**config.mk**
```make
export PLATFORM = sky130hd
export DESIGN_NAME = traffic_light_ctrl_param
export DESIGN_NICKNAME = d
export VERILOG_FILES = /design/src/rtl/traffic_light_ctrl_param.sv
export SDC_FILE = /design/constraint.sdc
export NUM_CORES = 1
export LEC_CHECK = 0
export BUFFER_PORTS_ARGS = -buffer_cell sky130_fd_sc_hd__buf_2
export CAP_MARGIN = 5
export CORE_MARGIN = 2
export CORE_UTILIZATION = 30
export DETAILED_ROUTE_END_ITERATION = 12
export GPL_ROUTABILITY_DRIVEN = 0
export MAX_ROUTING_LAYER = met4
export SKIP_LAST_GASP = 1
export SYNTH_ARGS = -nofsm -noshare
export SYNTH_HDL_FRONTEND = slang
export SYNTH_SLANG_ARGS = --single-unit
```
**constraint.sdc**
```tcl
create_clock -name clk -period 4 [get_ports clk]
set_input_delay 0.4 -clock clk [delete_from_list [all_inputs] [get_ports clk]]
set_output_delay 0.4 -clock clk [all_outputs]
set_load 0.02 [all_outputs]
```
**src/rtl/traffic_light_ctrl_param.sv**
```systemverilog
// ============================================================================
// Module   : traffic_light_ctrl_param
// Purpose  : Two-road (NS/EW) traffic-light controller with programmable phase
//            lengths, all-red clearance, latched pedestrian WALK and night flash.
// Revision : 1.0 - initial release
// ============================================================================
`default_nettype none

module traffic_light_ctrl_param #(
    parameter int CNT_W        = 8,
    parameter int GREEN_TICKS  = 4,
    parameter int YELLOW_TICKS = 2,
    parameter int ALLRED_TICKS = 1,
    parameter int WALK_TICKS   = 3
) (
    input  logic       clk,
    input  logic       reset_n,
    input  logic       tick_en,
    input  logic       ped_req_ns,
    input  logic       ped_req_ew,
    input  logic       flash_mode,
    output logic [2:0] ns_light,
    output logic [2:0] ew_light,
    output logic       ped_walk_ns,
    output logic       ped_walk_ew,
    output logic [1:0] ped_pend,
    output logic [2:0] phase
);

    localparam logic [2:0] S_NS_G  = 3'd0;
    localparam logic [2:0] S_NS_Y  = 3'd1;
    localparam logic [2:0] S_AR1   = 3'd2;
    localparam logic [2:0] S_EW_G  = 3'd3;
    localparam logic [2:0] S_EW_Y  = 3'd4;
    localparam logic [2:0] S_AR2   = 3'd5;
    localparam logic [2:0] S_FLASH = 3'd6;

    localparam logic [2:0] L_RED    = 3'b100;
    localparam logic [2:0] L_YELLOW = 3'b010;
    localparam logic [2:0] L_GREEN  = 3'b001;
    localparam logic [2:0] L_DARK   = 3'b000;

    localparam logic [CNT_W-1:0] G_LOAD  = CNT_W'(GREEN_TICKS - 1);
    localparam logic [CNT_W-1:0] Y_LOAD  = CNT_W'(YELLOW_TICKS - 1);
    localparam logic [CNT_W-1:0] AR_LOAD = CNT_W'(ALLRED_TICKS - 1);
    // WALK covers the leading strobes of green, i.e. timer values above this.
    localparam int               WALK_THR = GREEN_TICKS - 1 - WALK_TICKS;

    logic [2:0]       state;
    logic [2:0]       next_state;
    logic [CNT_W-1:0] timer;
    logic [CNT_W-1:0] load_val;
    logic             expire;
    logic             enter_ns_g;
    logic             enter_ew_g;
    logic             pend_ns;
    logic             pend_ew;
    logic             walk_ns_ok;
    logic             walk_ew_ok;
    logic             flash_on;
    logic             walk_window;

    assign expire     = tick_en && (timer == '0);
    assign enter_ns_g = (next_state == S_NS_G) && (state != S_NS_G);
    assign enter_ew_g = (next_state == S_EW_G) && (state != S_EW_G);

    always_ff @(posedge clk or negedge reset_n) begin
        if (!reset_n) begin
            state      <= S_AR2;
            timer      <= AR_LOAD;
            pend_ns    <= 1'b0;
            pend_ew    <= 1'b0;
            walk_ns_ok <= 1'b0;
            walk_ew_ok <= 1'b0;
            flash_on   <= 1'b1;
        end else begin
            state <= next_state;
            if (next_state != state) begin
                timer <= load_val;
            end else if (tick_en && (timer != '0)) begin
                timer <= timer - 1'b1;
            end

            if ((next_state == S_FLASH) && (state != S_FLASH)) begin
                flash_on <= 1'b1;
            end else if ((state == S_FLASH) && tick_en) begin
                flash_on <= ~flash_on;
            end

            // Green entry consumes the request, including one raised this cycle.
            pend_ns <= enter_ns_g ? 1'b0 : (pend_ns | ped_req_ns);
            pend_ew <= enter_ew_g ? 1'b0 : (pend_ew | ped_req_ew);
            if (enter_ns_g) begin
                walk_ns_ok <= pend_ns | ped_req_ns;
            end
            if (enter_ew_g) begin
                walk_ew_ok <= pend_ew | ped_req_ew;
            end
        end
    end

    always_comb begin
        next_state = state;
        case (state)
            S_NS_G:  if (expire) next_state = S_NS_Y;
            S_NS_Y:  if (expire) next_state = S_AR1;
            S_AR1:   if (expire) next_state = flash_mode ? S_FLASH : S_EW_G;
            S_EW_G:  if (expire) next_state = S_EW_Y;
            S_EW_Y:  if (expire) next_state = S_AR2;
            S_AR2:   if (expire) next_state = flash_mode ? S_FLASH : S_NS_G;
            S_FLASH: if (tick_en && !flash_mode) next_state = S_AR2;
            default: next_state = S_AR2;
        endcase
    end

    always_comb begin
        load_val = AR_LOAD;
        case (next_state)
            S_NS_G, S_EW_G: load_val = G_LOAD;
            S_NS_Y, S_EW_Y: load_val = Y_LOAD;
            default:        load_val = AR_LOAD;
        endcase
    end

    assign walk_window = (WALK_THR < 0) || (int'(timer) > WALK_THR);

    always_comb begin
        ns_light    = L_RED;
        ew_light    = L_RED;
        ped_walk_ns = 1'b0;
        ped_walk_ew = 1'b0;
        case (state)
            S_NS_G: begin
                ns_light    = L_GREEN;
                ped_walk_ns = walk_ns_ok && walk_window;
            end
            S_NS_Y: ns_light = L_YELLOW;
            S_EW_G: begin
                ew_light    = L_GREEN;
                ped_walk_ew = walk_ew_ok && walk_window;
            end
            S_EW_Y: ew_light = L_YELLOW;
            S_FLASH: begin
                ns_light = flash_on ? L_YELLOW : L_DARK;
                ew_light = flash_on ? L_RED : L_DARK;
            end
            default: begin
                ns_light = L_RED;
                ew_light = L_RED;
            end
        endcase
        ped_pend = {pend_ew, pend_ns};
        phase    = state;
    end

endmodule

`default_nettype wire
```
=== Yosys cells after proc, flatten, opt, wreduce, memory -nomap -nowiden ===
Cells that the tools add are included.

* Register bits: 16
* Latch bits: 0
* RAM bits: 0
* Memory bits (read-only): 0
* Bits of input ports: 6
* Output and inout bits: 13
* Memories: 0

* $add $sub $neg: 1
* Multipliers: 0
* Divide/modulo/power cells: 0
* Order comparisons: 1
* Eq/ne operators: 13
* Shift operators: 0
* Multiplexer cells: 23
* Bitwise gates (word level): 3
* Reduce and logical (&&, ||, !) cells: 19

{| class="wikitable"
|+ Operator list
! kind !! number
|-
| 2-to-1 mux 3 bit || 10
|-
| case mux 3 bit (7 select lines) || 1
|-
| case mux 3 bit (3 select lines) || 2
|-
| 2-to-1 mux 8 bit || 2
|-
| == test 3 bit (second input constant) || 5
|-
| == test 3 x 2 -> 1 bit (second input constant) || 3
|-
| logical AND 1 bit || 9
|-
| > comparator 8 x 1 -> 1 bit (second input constant) || 1
|-
| zero test 8 bit || 1
|-
| nonzero test 8 bit || 1
|-
| subtractor 8 x 1 -> 8 bit (second input constant) || 1
|-
| == test 3 x 1 -> 1 bit (second input constant) || 2
|-
| zero test 3 bit || 2
|-
| 2-to-1 mux 1 bit || 6
|-
| case mux 2 bit (2 select lines) || 1
|-
| nonzero test 2 bit || 2
|-
| OR reduction 2 bit || 2
|-
| != test 3 x 2 -> 1 bit (second input constant) || 1
|-
| != test 3 bit || 1
|-
| != test 3 bit (second input constant) || 1
|-
| nonzero test 3 bit || 1
|-
| 2-to-1 mux 2 bit || 1
|-
| bitwise OR 1 bit || 2
|-
| zero test 1 bit || 1
|-
| NOT 1 bit || 1
|}

=== Longest topological paths before layout ===
Gate-level depths: netlist of run 1.

* Word-level depth: 8
* Depth in mapped cells: 7

=== Least setup slack after synthesis of run 1 ===
OpenSTA, ideal clock, no wires.

* Kind: flip-flop to output port
* Start point: register state[0] (netlist: phase[0])
* End point: output ped_walk_ew
* Arrival: 1.684 ns
* Slack: 1.916 ns
* Stages on the path, launching flop included: 5
* Path buffers: 1
* Cells stage by stage: dfstp_2 > buf_1 > nand2_1 > nor2_1 > and3_1

* Cells in the longest elaborated chain, start to end: 2

{| class="wikitable"
|+ Ends and longest elaborated chain
! element !! RTL line !! RTL
|-
| start, declared || 49 || <nowiki>logic [2:0] state;</nowiki>
|-
| start signal, assigned || 77 || <nowiki>state <= next_state;</nowiki>
|-
| == test 3 x 2 -> 1 bit || 132 || <nowiki>case (state)</nowiki>
|-
| 2-to-1 mux 1 bit || 132 ||
|-
| end, declared || 25 || <nowiki>output logic ped_walk_ew,</nowiki>
|}

Every way passes these cells.

=== Final worst setup path of run 1 ===
* Start point: register timer[0]
* End point: output ped_walk_ew

* Cells in the longest elaborated chain, start to end: 3

{| class="wikitable"
|+ Ends and longest elaborated chain
! element !! RTL line !! RTL
|-
| start, declared || 51 || <nowiki>logic [CNT_W-1:0] timer;</nowiki>
|-
| start signal, assigned || 79 || <nowiki>timer <= load_val;</nowiki>
|-
| start signal, assigned || 81 || <nowiki>timer <= timer - 1'b1;</nowiki>
|-
| > comparator 8 x 1 -> 1 bit || 125 || <nowiki>assign walk_window = (WALK_THR < 0) || (int'(timer) > WALK_THR);</nowiki>
|-
| logical AND 1 bit || 140 || <nowiki>ped_walk_ew = walk_ew_ok && walk_window;</nowiki>
|-
| 2-to-1 mux 1 bit || 132 ||
|}

Every way passes these cells.

==> results.py, run 1 <==
metrics = {
    "sta": {
        "finalSetupTns_ps": 0,
        "timing.slew.headroom_pct": 69.44,
        "fin_ws_ps": 1559,
        "whs_ps": -0.2838,
        "hold_viol_final": 1,
        "final_max_slew_viol_count": 0,
        "post-route-period-util_pct": 61.02,
        "fin_crit_ps": 2441,
        "worstMarginPinSlew_ps": 456.3,
        "clock_skew_ps": 7.845,
        "grt_setup_unrepaired": "no",
        "setup_viol": 0,
        "fmaxAchievable_mhz": 409.7,
    },
    "die": {
        "initial_core_util_pct": 31.58,
        "ioPinCount": 19,
        "die_w_um": 63.51,
        "die-area_sq_mm": 0.004033,
        "core.rowCount": 21,
        "die_y_um": 63.51,
        "core_area_sq_mm": 0.003363,
    },
    "outcome": {
        "status": "finished with violations",
        "violations": "hold timing",
    },
    "clock_network": {
        "cts_resized": 0,
        "path_clk_slew_ps": 100,
        "cts_buffers": 3,
        "ctsHoldBuffers": 0,
        "htree_levels": 1,
        "cts_tree": "done",
        "cts_setup_buffers": 0,
        "cts_root_buf": "clkbuf_4",
        "clock-sinks": 16,
        "clockBufferDepth": 2,
        "clk_latency_ps": 290,
    },
    "setup_path": {
        "path_class": "register to primary output",
        "slowest_delay_ps": 430,
        "path_max_fanout": 7,
        "cp_slowest_cell": "nor3b_2",
        "crit_path_cell_trace": "inv_1 -> ha_1 -> nor3b_2 -> nand2_1 -> and3_1 -> buf_2",
        "end_kind": "primary output",
        "cp-start-kind": "register",
        "critPathArrivalTime_ps": 2040,
        "cp_num_buf_inv": 2,
        "required_ps": 3600,
        "critical-path-top-delay-family": "simple AND/OR/NAND/NOR gates",
    },
    "power": {
        "power_leakage_nw": 0.4981,
        "vdd_drop_max_mv": 0.1487,
        "power_uw": 697.8,
        "power_density_mw_per_mm2": 576.8,
    },
    "routing": {
        "ant_nets": 0,
        "via_per_inst": 5.051,
        "drc_errors": 0,
        "post_drt_wl_per_cell_um": 12.69,
        "wirelength_um": 2259,
        "drtPass1Iterations": 4,
        "vias": 899,
        "drt_iter0_markers": 44,
    },
    "synthesis": {
        "ys_seq_elements": 16,
        "async_reset_ff_share_pct": 100.0,
        "synth_area_sq_mm": 0.001062,
        "yosysSeqAreaShare_pct": 38.04,
        "avgSynthCellArea_sq_um": 9.079,
        "synth_fp_nets": 124,
        "synth_edf_count": 0,
        "yosys.area.top_type": "dfrtp_1",
        "syn-instance-count": 117,
        "synth.area.top_cells": "dfrtp_1, dfstp_2, nor4_4, nor2_1, a21oi_1",
        "ys_types": 46,
        "ys.warnings.count": 0,
        "synth_flop_cell": "dfrtp_1",
        "yosysTopAreaCellShare_pct": 30.62,
        "synth_common_cells": "nor2_1, dfrtp_1, nand2_1",
        "synth_most_common_cell": "nor2_1",
    },
    "layout": {
        "fillers": 372,
        "layout.nets": 140,
        "area_growth_pct": 13.90,
        "seq_area_sq_um": 404.1,
        "antenna_cells": 0,
        "multi_input_area_sq_um": 603.1,
        "drive_gt1_share_pct": 27.27,
    },
    "run": {
        "max_cap_violations": 0,
    },
    "grt": {
        "antenna_found_initial": 0,
        "grt_pass1_wl_um": 3795,
        "grt_overflow": 0,
        "grt_pass1_vias": 851,
        "gr-usage-all-layers_pct": 12.42,
        "grt_start_max_net_pins": 17,
    },
    "place": {
        "dp_slack_ps": 1907,
        "place.port_buffers": 18,
        "place_hpwl_um": 1658,
    },
    "hold_path": {
        "hold_path.class": "input port to async pin",
    },
}
-- final timing paths --
path / from / end / slack (ps) / cells after the start
setup / recovery: timer[0]$_DFFE_PN0P_ / ped_walk_ew / 1560 / 6
hold / removal: reset_n / phase[1]$_DFF_PN0_ / -0.3 / 1
setup reg to reg: timer[0]$_DFFE_PN0P_ / timer[0]$_DFFE_PN0P_ / 1960 / 6
hold reg to reg: pend_ns$_DFF_PN0_ / pend_ns$_DFF_PN0_ / 500 / 2
max in group asynchronous: reset_n / phase[0]$_DFF_PN1_ / 3700 / 1
min in group clk: ped_req_ns / pend_ns$_DFF_PN0_ / 340 / 3
-- final cells by class --
type                    instances  area share [%]
well taps                      46           4.757
flip-flops and latches         16           33.40
inverters                       5           1.551
clock buffers                   4           2.999
repair buffers                 18           7.446
multi-input cells              89           49.84
-- state kept, by name, indices dropped and copies added, names as in the netlist --
name / count
flash_on: 1
pend_ew: 1
pend_ns: 1
phase: 3
timer: 8
walk_ew_ok: 1
walk_ns_ok: 1
-- cells by family after synthesis --
| kind of cell | share of synthesized area (%) |
|---|---|
| xor gates and xnor gates | 4.122 |
| and+or+nand+nor | 33.10 |
| adders and majority gates | 1.178 |
| muxes | 1.885 |
| AOI/OAI and AO/OA | 16.49 |
| DFF | 38.04 |
| buffers and inverters | 5.182 |
-- through the flow --
step | instance area (sq um) | instances | utilization (%)
after floorplan | 1062 | 117 | -
after global placement | 1174 | 174 | 34.90
after detailed placement | 1174 | 174 | 34.90
after CTS | 1210 | 178 | 35.97
after global routing | 1210 | 178 | 35.97
final | 1210 | 178 | 35.97
-- cell usage in the layout, fill, tap and decap left out, types with 2 or more instances in the layout --
| cell type | count |
|---|---|
| dfstp_2 | 3 |
| o21ai_0 | 3 |
| dfrtp_1 | 13 |
| inv_1 | 5 |
| xnor2_1 | 4 |
| mux2i_1 | 2 |
| nand2_1 | 11 |
| clkbuf_4 | 3 |
| o22ai_1 | 2 |
| nand2b_1 | 2 |
| o21ai_1 | 2 |
| nor2_1 | 14 |
| nand3b_1 | 3 |
| nand3_1 | 4 |
| nor3b_1 | 2 |
| and3_1 | 2 |
| buf_2 | 18 |
| a21oi_1 | 9 |
| nor4_4 | 3 |
| nor3_1 | 2 |
-- worst reg2reg max path, delay by kind of cell, from the launching register on --
kind / cells / cell delay [ps]
AND/OR/NAND/NOR: 2 / 660
adder cells (fa/ha/maj): 1 / 200
buffers and inverters: 1 / 90
flip-flops: 1 / 410
AO/OA/AOI/OAI: 2 / 540
-- where the power goes --
group,switching (mW),internal [mW],total (mW)
clock,0.0532,0.0555,0.109
sequential,0.0865,0.208,0.294
combinational,0.169,0.126,0.295
-- layer usage --
| layer | vias to the layer above | part of all wire [%] | global-route usage [%] |
|---|---|---|---|
| li1 | 446 | - | - |
| met1 | 428 | 45 | 15.82 |
| met2 | 20 | 49 | 18.95 |
| met3 | 5 | 4.5 | 2.857 |
| met4 | 0 | 1.7 | 5.163 |
| met5 | - | 0 | - |
Power figures use the tool's default switching activity.
==> run 2, diff against run 1 <==
--- a/config.mk
+++ b/config.mk
@@ -5,6 +5,7 @@
 export SDC_FILE = /design/constraint.sdc
 export NUM_CORES = 1
 export LEC_CHECK = 0
+export ABC_AREA = 1
 export BUFFER_PORTS_ARGS = -buffer_cell sky130_fd_sc_hd__buf_2
 export CAP_MARGIN = 5
 export CORE_MARGIN = 2
==> constraint.sdc (replaced) <==
create_clock -name clk -period 2.01 [get_ports clk]
set_input_delay 0.201 -clock clk [delete_from_list [all_inputs] [get_ports clk]]
set_output_delay 0.201 -clock clk [all_outputs]
set_load 0.02 [all_outputs]
==> results.py, run 2 <==
metrics = {
    "outcome": {
        "status": "completed",
    },
    "power": {
        "vdd_drop_max_mv": 0.7276,
        "power_leakage_nw": 0.6723,
        "power_density_mw_per_mm2": 1984,
    },
    "layout": {
        "fin_area_sq_mm": 0.001369,
        "layout.nets": 173,
        "antenna_cells": 0,
        "final_common_cell": "nand2_1",
        "final_cell_mix": "nand2_1, buf_2, inv_1",
        "area_growth_pct": 18.14,
        "fillers": 398,
        "largest_reg_flops": 8,
        "regMostFlops": "timer",
        "drive_gt1_share_pct": 37.58,
    },
    "clock_network": {
        "path_clk_slew_ps": 70,
        "cts_root_buf": "clkbuf_8",
        "clock-sinks": 16,
        "clk_latency_ps": 250,
        "cts_tree": "done",
        "clockBufferDepth": 2,
        "cts_resized": 0,
        "cts_buffers": 3,
        "htree_levels": 1,
    },
    "grt": {
        "antenna_found_initial": 0,
        "grt_start_max_net_pins": 17,
        "grt_pass1_vias": 904,
        "gr-usage-all-layers_pct": 12.25,
        "grt_overflow": 0,
        "grt_pass1_wl_um": 4098,
    },
    "sta": {
        "final_max_slew_viol_count": 0,
        "fin_crit_ps": 1837,
        "post-route-period-util_pct": 91.40,
        "worstMarginPinSlew_ps": 372.0,
        "grt_setup_unrepaired": "no",
        "hold_viol_final": 0,
        "fmaxAchievable_mhz": 544.3,
        "finalSetupTns_ps": 0,
        "setup_viol": 0,
        "timing.slew.headroom_pct": 75.20,
        "clock_skew_ps": 4.514,
    },
    "hold_path": {
        "holdCritStartpoint": "ped_req_ns",
        "hold_path.class": "input port to register",
    },
    "routing": {
        "via_per_inst": 4.441,
        "drt_iter0_markers": 81,
        "ant_nets": 0,
        "wirelength_um": 2300,
        "post_drt_wl_per_cell_um": 10.80,
        "drtPass1Iterations": 4,
        "drc_errors": 0,
        "vias": 946,
    },
    "setup_path": {
        "cp_slowest_cell": "dfstp_2",
        "cp-endpoint": "ped_walk_ew",
        "required_ps": 1810,
        "path_max_fanout": 7,
        "crit_path_cell_trace": "buf_12 -> nand2_1 -> nor2_1 -> inv_1 -> nor3_1 -> buf_2",
        "r2r-end": "timer[0]$_DFFE_PN0P_",
        "reg2reg_setup_slack_ps": 200,
        "r2r_start": "timer[0]$_DFFE_PN0P_",
        "crit_start": "phase[0]$_DFF_PN1_",
        "slowest_delay_ps": 590,
        "critPathArrivalTime_ps": 1640,
        "reg2reg_depth": 13,
        "cp-start-kind": "register",
        "end_kind": "primary output",
        "path_class": "register to primary output",
    },
    "synthesis": {
        "synth_area_sq_mm": 0.001159,
        "yosysSeqAreaShare_pct": 34.88,
        "synth_flop_cell": "dfrtp_1",
        "synth_fp_nets": 150,
        "avgSynthCellArea_sq_um": 8.102,
        "yosys.area.top_type": "dfrtp_1",
        "synth_edf_count": 0,
        "syn-instance-count": 143,
        "synth.area.top_cells": "dfrtp_1, nand2_1, dfstp_2, nor2_2, xor2_1",
        "ys_seq_elements": 16,
        "yosysTopAreaCellShare_pct": 28.08,
        "synth_common_cells": "nand2_1, inv_1, dfrtp_1",
        "ys_types": 30,
        "async_reset_ff_share_pct": 100.0,
        "synth_most_common_cell": "nand2_1",
        "ys.warnings.count": 0,
    },
    "die": {
        "ioPinCount": 19,
        "die_w_um": 66.15,
        "core.rowCount": 22,
        "initial_core_util_pct": 31.41,
        "die-area_sq_mm": 0.004375,
        "core_area_sq_mm": 0.003689,
        "die_y_um": 66.15,
    },
    "place": {
        "place_hpwl_um": 1829,
        "place.port_buffers": 18,
        "placed_cell_area_sq_mm": 0.001286,
    },
    "run": {
        "max_cap_violations": 0,
    },
}
## run 2: worst min path at each step
stage | to | slack (ps) | cells past startpoint
4_1_cts | pend_ns$_DFF_PN0_ | 190 | 3
2_1_floorplan | pend_ew$_DFF_PN0_ | -90 | 0
3_3_place_gp | phase[1]$_DFF_PN0_ | 140 | 1
5_1_grt | pend_ns$_DFF_PN0_ | 230 | 3
3_5_place_dp | phase[1]$_DFF_PN0_ | 150 | 1
6_report | pend_ns$_DFF_PN0_ | 190 | 3
## run 2: metrics by stage
step / utilization (%) / worst slack [ps] / hold WS [ps] / power, mW / std cells
global placement: 34.87 / 104.2 / 143.5 / 2.434 / 206
finish: 37.11 / 172.9 / 190.8 / 2.716 / 213
detailed placement: 34.87 / 98.76 / 145.1 / 2.434 / 206
CTS: 36.36 / 87.21 / 189.2 / 2.692 / 211
floorplan: - / 3.217 / -94.59 / 2.097 / 143
global route: 37.11 / 4.470 / 227.5 / 2.968 / 213
## run 2: kinds of logic (layout without fill, tap and decap cells)
group,count (synthesis),count (layout),share of synthesized area (%)
buffers and inverters,22,44,8.098
adder cells (fa/ha/maj),1,1,1.080
flip-flops,16,16,34.88
AO/OA/AOI/OAI,14,14,7.776
AND/OR/NAND/NOR,82,82,42.12
XOR/XNOR,8,8,6.048
## run 2: layout make-up
type	count	area, sq um	share of cell area [%]
Clock buffer	4	45.04	3.291
Inverter	19	71.32	5.210
Multi-Input combinational cell	105	660.6	48.26
Sequential cell	16	404.1	29.52
Tap cell	48	60.06	4.388
Timing Repair Buffer	21	127.6	9.324
## run 2: metal layers
metal | GRT usage [%] | up-vias | wire (um)
met5 | - | - | 0
met4 | 1.531 | 0 | 14
met3 | 2.044 | 2 | 89
met2 | 19.38 | 15 | 1046
met1 | 17.00 | 431 | 1150
li1 | - | 498 | -
## run 2: what timing repair did
item	CTS	global route
buffers inserted	0	2
hold buffers	1	0
setup endpoints to repair	0	4
endpoints found under the hold margin	13	0
## run 2: worst max-delay path, delay by kind of cell, from the launching register on
| family | cells | cell delay (ps) |
|---|---|---|
| buffers and inverters | 3 | 420 |
| and+or+nand+nor | 3 | 380 |
| DFF | 1 | 590 |
## run 2: power by group
part	internal, mW	switching, mW	leakage (nW)	total, mW
sequential	0.480	0.156	0.186	0.637
clock	0.140	0.109	0.0228	0.249
combinational	0.661	1.17	0.463	1.83
total	1.28	1.43	0.672	2.72
==> run 3, diff against run 2 <==
--- a/config.mk
+++ b/config.mk
@@ -13,6 +13,7 @@
 export DETAILED_ROUTE_END_ITERATION = 12
 export GPL_ROUTABILITY_DRIVEN = 0
 export MAX_ROUTING_LAYER = met4
+export SETUP_SLACK_MARGIN = 0.3
 export SKIP_LAST_GASP = 1
 export SYNTH_ARGS = -nofsm -noshare
 export SYNTH_HDL_FRONTEND = slang
==> results.py, run 3 (synthesis gave the netlist of run 2 again) <==
metrics = {
    "place": {
        "place_hpwl_um": 1847,
        "placed_cell_area_sq_mm": 0.001314,
        "dp_slack_ps": 150.6,
        "dp.cells": 207,
        "place.port_buffers": 18,
    },
    "setup_path": {
        "required_ps": 2150,
        "slowest_delay_ps": 420,
        "critical-path-top-delay-family": "simple AND/OR/NAND/NOR gates",
        "cp.depth": 10,
        "reg2reg_setup_slack_ps": 250,
        "path_max_fanout": 8,
        "crit_path_cell_trace": "buf_4 -> buf_4 -> o211ai_2 -> nand2_1 -> a21oi_4 -> nand2_2 -> nand2_4 -> nand2_8 -> nand2_1 -> nand2_1",
        "reg2reg_depth": 10,
        "path_class": "register to register",
        "cp-start-kind": "register",
        "cp_slowest_cell": "dfstp_2",
        "r2r_start": "phase[0]$_DFF_PN1_",
        "cp_num_buf_inv": 2,
        "r2r-end": "timer[1]$_DFFE_PN0P_",
        "critPathArrivalTime_ps": 1900,
        "path_common_cell": "nand2_1",
        "end_kind": "register",
    },
    "grt": {
        "antenna_found_initial": 0,
        "grt_overflow": 0,
        "grt_start_max_net_pins": 17,
        "gr-usage-all-layers_pct": 14.03,
        "grt_pass1_vias": 983,
        "grt_pass1_wl_um": 4581,
    },
    "power": {
        "power_leakage_nw": 0.8032,
        "vdd_drop_max_mv": 0.6979,
        "power_density_mw_per_mm2": 2031,
    },
    "clock_network": {
        "cts_buffers": 3,
        "htree_levels": 1,
        "path_clk_slew_ps": 60,
        "clk_latency_ps": 250,
        "cts_root_buf": "clkbuf_8",
        "clock-sinks": 16,
        "cts_tree": "done",
        "clockBufferDepth": 2,
    },
    "sta": {
        "fin_crit_ps": 1761,
        "hold_viol_final": 0,
        "fin_ws_ps": 249.2,
        "grt_setup_unrepaired": "yes",
        "worstMarginPinSlew_ps": 372.4,
        "setup_viol": 0,
        "clock_skew_ps": 2.030,
        "fmaxAchievable_mhz": 567.9,
        "timing.slew.headroom_pct": 74.98,
        "final_max_slew_viol_count": 0,
        "post-route-period-util_pct": 87.60,
        "finalSetupTns_ps": 0,
    },
    "die": {
        "die-area_sq_mm": 0.004375,
        "die_y_um": 66.15,
        "ioPinCount": 19,
        "initial_core_util_pct": 31.41,
        "core.rowCount": 22,
        "die_w_um": 66.15,
        "core_area_sq_mm": 0.003689,
    },
    "layout": {
        "area_growth_pct": 42.12,
        "final_cell_mix": "nand2_1, buf_4, buf_2",
        "finish.utilization_pct": 44.64,
        "fillers": 372,
        "fin_area_sq_mm": 0.001647,
        "regMostFlops": "timer",
        "antenna_cells": 0,
        "multi_input_area_sq_um": 755.7,
        "seq_area_sq_um": 406.6,
        "final_common_cell": "nand2_1",
        "layout.nets": 194,
        "fin_cells": 234,
        "largest_reg_flops": 8,
        "drive_gt1_share_pct": 53.23,
    },
    "outcome": {
        "status": "completed",
    },
    "routing": {
        "ant_nets": 0,
        "vias": 1057,
        "drc_errors": 0,
        "wirelength_um": 2790,
        "drtPass1Iterations": 4,
        "post_drt_wl_per_cell_um": 11.92,
        "via_per_inst": 4.517,
        "drt_iter0_markers": 46,
    },
    "hold_path": {
        "holdPathEnd": "pend_ew$_DFF_PN0_",
        "hold_path.class": "input port to register",
        "hold_depth": 3,
        "holdCritStartpoint": "ped_req_ew",
    },
    "run": {
        "max_cap_violations": 0,
    },
}
run 3: changes by cell type in the layout (fill, tap and decap cells not counted), sizes merged:
cell  before  now
buf       20   41
run 3: per-stage QoR:
step                      hold slack (ps)  total power [mW]
after floorplan                    -94.59             2.135
after global placement              142.5             2.464
after detailed placement            141.7             2.459
after CTS                           177.1             2.972
after global routing                218.6             3.623
final                               190.8             3.344
run 3: tightest hold or removal path: cells and delay by family:
kind	cells	cell delay, ps
buffers and inverters	2	140
AO/OA/AOI/OAI	1	80
run 3: layout make-up:
cell class / count / area share (%)
Timing Repair Buffer: 42 / 17.93
Multi-Input combinational cell: 105 / 45.90
Sequential cell: 16 / 24.70
Inverter: 19 / 4.483
Tap cell: 48 / 3.647
Clock buffer: 4 / 3.343
run 3: how the worst max path moves through the flow:
| stage | startpoint | to | slack [ps] |
|---|---|---|---|
| final | phase[0]$_DFF_PN1_ | timer[1]$_DFFE_PN0P_ | 250 |
| after global routing | phase[0]$_DFF_PN1_ | timer[1]$_DFFE_PN0P_ | 150 |
| after CTS | timer[3]$_DFFE_PN0P_ | timer[1]$_DFFE_PN0P_ | 300 |
| after detailed placement | phase[0]$_DFF_PN1_ | timer[1]$_DFFE_PN0P_ | 150 |
| after global placement | phase[0]$_DFF_PN1_ | timer[0]$_DFFE_PN0P_ | 150 |
| after floorplan | phase[0]$_DFF_PN1_ | timer[0]$_DFFE_PN0P_ | 260 |
run 3: power breakdown:
part	total [mW]	internal (mW)	leakage [nW]	switching (mW)
Clock	0.287	0.174	0.0288	0.113
Combinational	2.42	1.01	0.591	1.41
Sequential	0.639	0.484	0.183	0.156
Total	3.34	1.67	0.803	1.68
run 3: metal layers:
metal	track usage [%]	up-vias	share of wire [%]
li1	-	544	-
met1	18.32	486	46
met2	22.25	23	49
met3	2.726	4	3.5
met4	3.827	0	1.3
met5	-	-	0
run 3: what timing repair did:
action,CTS,global route
gates resized for setup,7,18
buffers inserted,10,12
pin swaps,5,12
hold endpoints to repair,13,0
setup endpoints to repair,13,14
hold buffers,1,0
